File: src/rtl/store_queue_fwd_pkg.sv
// ============================================================================
// Module  : store_queue_fwd_pkg
// Brief   : Shared types for the store queue: entry record, drain states,
//           MMU exception record and the word-address compare helper.
// Revision: 1.0 - initial release
// ============================================================================
`default_nettype none

package store_queue_fwd_pkg;

  localparam int c_rob_max = 8;

  typedef struct packed {
    logic       ex;
    logic [5:0] code;
  } exception_t;

  typedef struct packed {
    logic [31:0]          addr;
    logic [3:0]           wstrb;
    logic [2:0]           size;
    logic [31:0]          data;
    logic [c_rob_max-1:0] rob;
  } sq_entry_t;

  typedef enum logic [1:0] {
    SQ_IDLE = 2'd0,
    SQ_REQ  = 2'd1,
    SQ_WAIT = 2'd2
  } sq_drain_state_t;

  function automatic logic word_match(logic [29:0] a, logic [29:0] b);
    return a == b;
  endfunction

endpackage

`default_nettype wire

File: src/rtl/store_queue_fwd_merge.sv
// ============================================================================
// Module  : sq_fwd_merge
// Brief   : Combinational byte-lane merge; the youngest matching valid entry
//           owning a strobe supplies that lane.
// Revision: 1.0 - initial release
// ============================================================================
`default_nettype none

module sq_fwd_merge
  import store_queue_fwd_pkg::*;
#(
  parameter int DEPTH = 8
) (
  input  sq_entry_t                    entries [DEPTH],
  input  logic      [DEPTH-1:0]        valid,
  input  logic      [$clog2(DEPTH)-1:0] oldest,
  input  logic      [29:0]             ld_word,
  output logic      [31:0]             lane_data,
  output logic      [3:0]              lane_strb,
  output logic                         any_match
);

  localparam int c_iw = $clog2(DEPTH);

  logic [DEPTH-1:0] w_match;
  logic [c_iw-1:0]  w_idx;
  logic             w_unused_fields;

  for (genvar gi = 0; gi < DEPTH; gi++) begin : g_match
    assign w_match[gi] = valid[gi] && word_match(entries[gi].addr[31:2], ld_word);
  end

  assign any_match = |w_match;

  // Walk oldest to youngest so later (younger) writers overwrite each lane.
  always_comb begin
    lane_data = '0;
    lane_strb = '0;
    w_idx     = oldest;
    for (int k = 0; k < DEPTH; k++) begin
      w_idx = oldest + c_iw'(k);
      if (w_match[w_idx]) begin
        for (int b = 0; b < 4; b++) begin
          if (entries[w_idx].wstrb[b]) begin
            lane_data[8*b +: 8] = entries[w_idx].data[8*b +: 8];
            lane_strb[b]        = 1'b1;
          end
        end
      end
    end
  end

  always_comb begin
    w_unused_fields = 1'b0;
    for (int k = 0; k < DEPTH; k++) begin
      w_unused_fields = w_unused_fields ^ (^{entries[k].size, entries[k].rob, entries[k].addr[1:0]});
    end
  end

endmodule

`default_nettype wire

File: src/rtl/store_queue_fwd.sv
// ============================================================================
// Module  : store_queue_fwd
// Brief   : Speculative store queue with in-order commit, single-outstanding
//           dcache drain and byte-granular load forwarding.
// Revision: 1.0 - initial release
// ============================================================================
`default_nettype none

module store_queue_fwd
  import store_queue_fwd_pkg::*;
#(
  parameter int DEPTH  = 8,
  parameter int ROB_W  = 4,
  parameter int FWD_EN = 1
) (
  input  logic                     clk,
  input  logic                     resetn,
  input  logic                     flush,
  input  logic                     enq_valid,
  output logic                     enq_ready,
  input  logic [31:0]              enq_addr,
  input  logic [3:0]               enq_wstrb,
  input  logic [2:0]               enq_size,
  input  logic [31:0]              enq_data,
  input  logic [ROB_W-1:0]         enq_rob,
  input  logic                     commit_valid,
  output logic                     commit_ready,
  input  logic [31:0]              ld_addr,
  input  logic [3:0]               ld_wstrb,
  output logic                     fwd_hit,
  output logic [31:0]              fwd_data,
  output logic                     ld_wait,
  output logic                     dcache_req,
  output logic                     dcache_wr,
  output logic [31:0]              dcache_addr,
  output logic [3:0]               dcache_wstrb,
  output logic [2:0]               dcache_size,
  output logic [31:0]              dcache_wdata,
  input  logic                     dcache_addr_ok,
  input  logic                     dcache_data_ok,
  input  exception_t               data_tlb_ex,
  output logic                     drain_done,
  output exception_t               drain_ex,
  output logic [$clog2(DEPTH):0]   count
);

  localparam int c_iw = $clog2(DEPTH);
  localparam int c_pw = c_iw + 1;
  localparam logic [c_pw-1:0] c_ptr_one = c_pw'(1);

  logic [c_pw-1:0] r_head, r_cmt, r_tail;
  sq_entry_t       r_entries [DEPTH];
  sq_drain_state_t r_state, w_state_nxt;
  exception_t      r_drain_ex;
  logic            r_drain_done;

  logic            w_full, w_enq, w_commit, w_drain_fire;
  logic [c_pw-1:0] w_cmt_nxt, w_head_inc;
  logic [DEPTH-1:0] w_valid;
  logic [31:0]     w_lane_data;
  logic [3:0]      w_lane_strb, w_cov;
  logic            w_any_match;
  logic            w_unused_ld;
  sq_entry_t       w_head_e;

  assign w_full       = (r_tail[c_iw-1:0] == r_head[c_iw-1:0]) && (r_tail[c_iw] != r_head[c_iw]);
  assign enq_ready    = !w_full;
  assign commit_ready = (r_cmt != r_tail);
  assign count        = r_tail - r_head;
  assign w_enq        = enq_valid && enq_ready && !flush;
  assign w_commit     = commit_valid && commit_ready;
  assign w_cmt_nxt    = w_commit ? (r_cmt + c_ptr_one) : r_cmt;
  assign w_head_inc   = r_head + c_ptr_one;
  assign w_unused_ld  = ^ld_addr[1:0];

  always_ff @(posedge clk) begin
    if (w_enq) begin
      r_entries[r_tail[c_iw-1:0]] <= '{addr: enq_addr, wstrb: enq_wstrb, size: enq_size,
                                       data: enq_data, rob: c_rob_max'(enq_rob)};
    end
  end

  // Flush rolls tail back to the commit point, including a commit in this same cycle.
  always_ff @(posedge clk or negedge resetn) begin
    if (!resetn) begin
      r_head       <= '0;
      r_cmt        <= '0;
      r_tail       <= '0;
      r_drain_done <= 1'b0;
      r_drain_ex   <= '0;
    end else begin
      r_cmt        <= w_cmt_nxt;
      r_drain_done <= w_drain_fire;
      if (flush)      r_tail <= w_cmt_nxt;
      else if (w_enq) r_tail <= r_tail + c_ptr_one;
      if (w_drain_fire) begin
        r_head     <= w_head_inc;
        r_drain_ex <= data_tlb_ex;
      end
    end
  end

  always_ff @(posedge clk or negedge resetn) begin
    if (!resetn) r_state <= SQ_IDLE;
    else         r_state <= w_state_nxt;
  end

  always_comb begin
    w_state_nxt  = r_state;
    w_drain_fire = 1'b0;
    dcache_req   = 1'b0;
    case (r_state)
      SQ_IDLE: if (r_head != r_cmt) w_state_nxt = SQ_REQ;
      SQ_REQ: begin
        dcache_req = 1'b1;
        if (dcache_addr_ok) w_state_nxt = SQ_WAIT;
      end
      SQ_WAIT: if (dcache_data_ok) begin
        w_drain_fire = 1'b1;
        w_state_nxt  = (w_head_inc != r_cmt) ? SQ_REQ : SQ_IDLE;
      end
      default: w_state_nxt = SQ_IDLE;
    endcase
  end

  assign w_head_e     = r_entries[r_head[c_iw-1:0]];
  assign dcache_wr    = dcache_req;
  assign dcache_addr  = dcache_req ? w_head_e.addr  : '0;
  assign dcache_wstrb = dcache_req ? w_head_e.wstrb : '0;
  assign dcache_size  = dcache_req ? w_head_e.size  : '0;
  assign dcache_wdata = dcache_req ? w_head_e.data  : '0;
  assign drain_done   = r_drain_done;
  assign drain_ex     = r_drain_ex;

  for (genvar gi = 0; gi < DEPTH; gi++) begin : g_valid
    logic [c_iw-1:0] w_age;
    assign w_age       = c_iw'(gi) - r_head[c_iw-1:0];
    assign w_valid[gi] = ({1'b0, w_age} < count);
  end

  sq_fwd_merge #(.DEPTH(DEPTH)) u_merge (
    .entries   (r_entries),
    .valid     (w_valid),
    .oldest    (r_head[c_iw-1:0]),
    .ld_word   (ld_addr[31:2]),
    .lane_data (w_lane_data),
    .lane_strb (w_lane_strb),
    .any_match (w_any_match)
  );

  assign w_cov = w_lane_strb & ld_wstrb;

  if (FWD_EN != 0) begin : g_fwd
    logic w_unused_any;
    assign w_unused_any = w_any_match;
    assign fwd_hit  = (ld_wstrb != 4'd0) && (w_cov == ld_wstrb);
    assign ld_wait  = (w_cov != 4'd0) && !fwd_hit;
    assign fwd_data = w_lane_data & {{8{w_cov[3]}}, {8{w_cov[2]}}, {8{w_cov[1]}}, {8{w_cov[0]}}};
  end else begin : g_nofwd
    logic w_unused_fwd;
    assign w_unused_fwd = ^{w_lane_data, w_cov};
    assign fwd_hit  = 1'b0;
    assign ld_wait  = w_any_match;
    assign fwd_data = '0;
  end

  a_commit_legal: assert property (@(posedge clk) disable iff (!resetn) commit_valid |-> commit_ready);

endmodule

`default_nettype wire
File: config.mk
export PLATFORM = sky130hd
export DESIGN_NAME = store_queue_fwd
export DESIGN_NICKNAME = d
export VERILOG_FILES = /design/src/rtl/store_queue_fwd_pkg.sv /design/src/rtl/store_queue_fwd_merge.sv /design/src/rtl/store_queue_fwd.sv
export SDC_FILE = /design/constraint.sdc
export NUM_CORES = 2
export LEC_CHECK = 0
export CORE_MARGIN = 2
export CORE_UTILIZATION = 55
export DETAILED_ROUTE_END_ITERATION = 10
export PLACE_DENSITY = 0.78
export SLEW_MARGIN = 20
export SYNTH_ARGS = -nofsm -noshare
export SYNTH_HDL_FRONTEND = slang
export SYNTH_SLANG_ARGS = --single-unit
File: constraint.sdc
create_clock -name clk -period 8.1 [get_ports clk]
set_clock_uncertainty 0.1 [all_clocks]
set_input_delay 1.62 -clock clk [delete_from_list [all_inputs] [get_ports clk]]
set_output_delay 1.62 -clock clk [all_outputs]
set_load 0.02 [all_outputs]
==> flow_summary.json <==
{
  "setup_viol": 0,
  "finalNonFillerCells": 4147,
  "wl_um": 119000,
  "cts_root_buf": "clkbuf_16",
  "antenna_found_initial": 10,
  "syn_inst": 2971,
  "die_h_um": 265,
  "start_kind": "input pin",
  "synth_nets": 3112,
  "yosys.area.top_type": "edfxtp_1",
  "status": "finished, final reports clean",
  "yosys-top-cells-area": "edfxtp_1, mux4_2, nand2_1, xnor2_1, xor2_1",
  "cts_tree": "yes",
  "hold_viol": 0,
  "max_stage_delay_ps": 660,
  "syn_to_final_growth_pct": 17.1,
  "place_inst": 4028,
  "critical_path_buf_inv_count": 5,
  "critical_path.endpoint_type": "output port",
  "antenna_left": 0,
  "dr_total_vias": 29606,
  "cp_slowest_cell": "clkdlybuf4s50_1",
  "grt_overflow": 0,
  "fillCellCount": 4656,
  "viasPerCell": 7.14,
  "crit_chain": "clkdlybuf4s50_1, xnor2_1, nand4_1, nor4_1, buf_4, and3_4, mux2i_1, buf_4, o22ai_1, a22oi_1, nor3b_1, a41o_1, buf_12, a311oi_1, clkdlybuf4s50_1",
  "p_per_area_mw_per_mm2": 386,
  "cts.sinks": 590,
  "path_delay_family": "buffers and inverters",
  "drc_errors": 0,
  "synth_top_area_share_pct": 45.6,
  "dp_hpwl_um": 75200,
  "routedWlPerCell_um": 28.7,
  "num-nets-final": 3361,
  "drtPass1Iterations": 8,
  "synth-async-reset-ratio_pct": 3.73,
  "clk_latency_ps": 660,
  "fin_ws_ps": 80.9,
  "core_area_sq_mm": 0.0673,
  "period_share_pct": 99.0,
  "ys_seq_area_share_pct": 47.1,
  "syn-cell-area_sq_mm": 0.0374,
  "ir_drop_mv": 0.607,
  "routabilityCongestion": 0.942,
  "clockBufferDepth": 3,
  "ctsHtreeMaxLevel": 2,
  "fin_util_pct": 65.1,
  "period_needed_ps": 8020,
  "p_leak_nw": 15.2,
  "synth_edf_count": 568,
  "initial_core_util_pct": 55.6,
  "power.total_w": 0.0169,
  "dpl_worst_slack_ps": -368,
  "hold_depth": 2,
  "hold_path_startpoint": "drain_ex[0]",
  "synth_seq_cells": 590,
  "port_buffers": 239,
  "hold_end": "drain_ex[0]",
  "cts.clk_slew.worst_paths_ps": 60,
  "crit_type": "in -> out",
  "fp-row-count": 95,
  "final_max_slew_viol_count": 0,
  "io_pins": 246,
  "avgSynthCellArea_sq_um": 12.6,
  "r2r-start": "r_head[0]",
  "die-area_sq_mm": 0.0701,
  "grt_use_total_pct": 33.6,
  "die_w_um": 265,
  "r2r-end": "r_entries[484]",
  "max_freq_ghz": 0.125,
  "ys_types": 95,
  "grt_max_degree": 172,
  "hold_buffers": 0,
  "grt_pass1_vias": 28831,
  "ff2ff_path_depth": 8,
  "ys_warn_count": 0,
  "ys.flop_type": "edfxtp_1",
  "drv_cap": 0,
  "fin_hold_ws_ps": 387,
  "cp.required_ps": 6380,
  "rrSetupSlack_ps": 3840,
  "worstMarginPinSlew_ps": 1170,
  "cp_data_arrival_time_ps": 6300,
  "slew_headroom_pct": 21.7,
  "cts_made_buffers": 61,
  "dr.first_iter.drc_count": 4675,
  "hp-class": "reg -> reg",
  "grt_pass1_wl_um": 177000,
  "worstPathMaxFanout": 8,
  "drive_gt1_share_pct": 22.0
}
where the power goes:
part | internal [W] | total [W] | switching [W]
Combinational | 0.00420 | 0.0102 | 0.00604
Sequential | 0.00365 | 0.00387 | 0.000216
Clock | 0.00158 | 0.00280 | 0.00121
cells in the final DEF, fill, tap and decap left out, types with 15 or more instances in the layout:
| master | n |
|---|---|
| a21o_1 | 15 |
| a21oi_1 | 99 |
| a221oi_1 | 15 |
| a311oi_1 | 16 |
| a31oi_1 | 28 |
| a32o_1 | 15 |
| and3_1 | 20 |
| buf_4 | 166 |
| clkbuf_16 | 61 |
| clkdlybuf4s50_1 | 219 |
| dfrtp_1 | 18 |
| dlymetal6s2s_1 | 16 |
| edfxtp_1 | 568 |
| inv_1 | 15 |
| mux2i_1 | 83 |
| mux4_2 | 342 |
| nand2_1 | 625 |
| nand3_1 | 57 |
| nand4_1 | 54 |
| nor2_1 | 92 |
| nor3_1 | 17 |
| nor4_1 | 27 |
| o2111ai_1 | 15 |
| o211ai_1 | 17 |
| o21ai_0 | 46 |
| o22ai_1 | 20 |
| xnor2_1 | 153 |
| xor2_1 | 96 |
what timing repair did:
item	in CTS	in global routing
setup endpoints to repair	29	30
buffers inserted	2	0
pin swaps	1	3
resized for setup	21	45
endpoints found under the hold margin	0	0
synthesized netlist by cell type, types with 20 or more instances:
master    count
a21oi_1      99
buf_2        81
mux4_2      342
buf_1        28
nand4_1      54
dfrtp_1      22
o22ai_1      21
a31oi_1      28
nor2_1      100
mux2i_1      83
edfxtp_1    568
and3_1       20
xnor2_1     165
nand3_1      57
nand2_1     625
xor2_1       97
o21ai_0      47
clkbuf_1    101
nor4_1       35
tightest hold or removal path, delay by kind of cell (launching register included):
family	cells	cell delay [ps]
flops	1	340
simple gates	2	110
stage by stage:
stage	TNS (ps)	area [sq um]
after floorplan	0	37400
after global placement	-1430	41500
after detailed placement	-2540	41500
after CTS	-56.9	43600
after global routing	-45.1	43800
final	0	43800
worst max path at each step:
| stage | from | endpoint | slack [ps] | depth (start not counted) |
|---|---|---|---|---|
| after floorplan | r_head[2] | ld_wait | 1180 | 20 |
| after global placement | ld_addr[21] | fwd_data[25] | -200 | 15 |
| after detailed placement | ld_addr[21] | fwd_data[25] | -370 | 15 |
| after CTS | ld_addr[27] | fwd_data[25] | -60 | 16 |
| after global routing | r_tail[0] | ld_wait | -40 | 22 |
| final | ld_addr[24] | fwd_data[27] | 80 | 15 |
cells by family (layout without fill, tap and decap cells):
logic type / count (synthesis) / count (layout) / share of synthesized area, %
and+or+nand+nor: 998 / 998 / 11.9
DFF: 590 / 590 / 47.1
muxes: 437 / 437 / 23.2
AOI/OAI and AO/OA: 413 / 413 / 7.86
xor gates and xnor gates: 266 / 266 / 6.34
buffers and inverters: 251 / 550 / 3.12
adders and majority gates: 16 / 16 / 0.555
other: 0 / 4 / 0
state kept, by name, summed over array words and instances (netlist names):
name        count
drain_done      1
r_state         2
r_head          4
r_entries     568
drain_ex        7
r_tail          4
r_cmt           4
cell type report:
type / instances / area [sq um] / share of cell area, %
diodes: 4 / 10.0 / 0.0229
clock inverters: 38 / 417 / 0.951
inverters: 19 / 72.6 / 0.166
well taps: 873 / 1090 / 2.49
flip-flops and latches: 590 / 17600 / 40.2
clock buffers: 75 / 1580 / 3.60
repair buffers: 418 / 3970 / 9.06
multi-input cells: 2130 / 19000 / 43.5
routing by layer:
layer	share of wire [%]	global-route usage, %	vias up	wire length [um]
met5	0.070	0	-	83
met4	5.4	15.3	12	6460
met3	13	7.61	545	15100
met2	48	54.9	2406	57000
met1	34	43.1	14584	40300
li1	-	-	12059	-
Power figures use the tool's default switching activity.
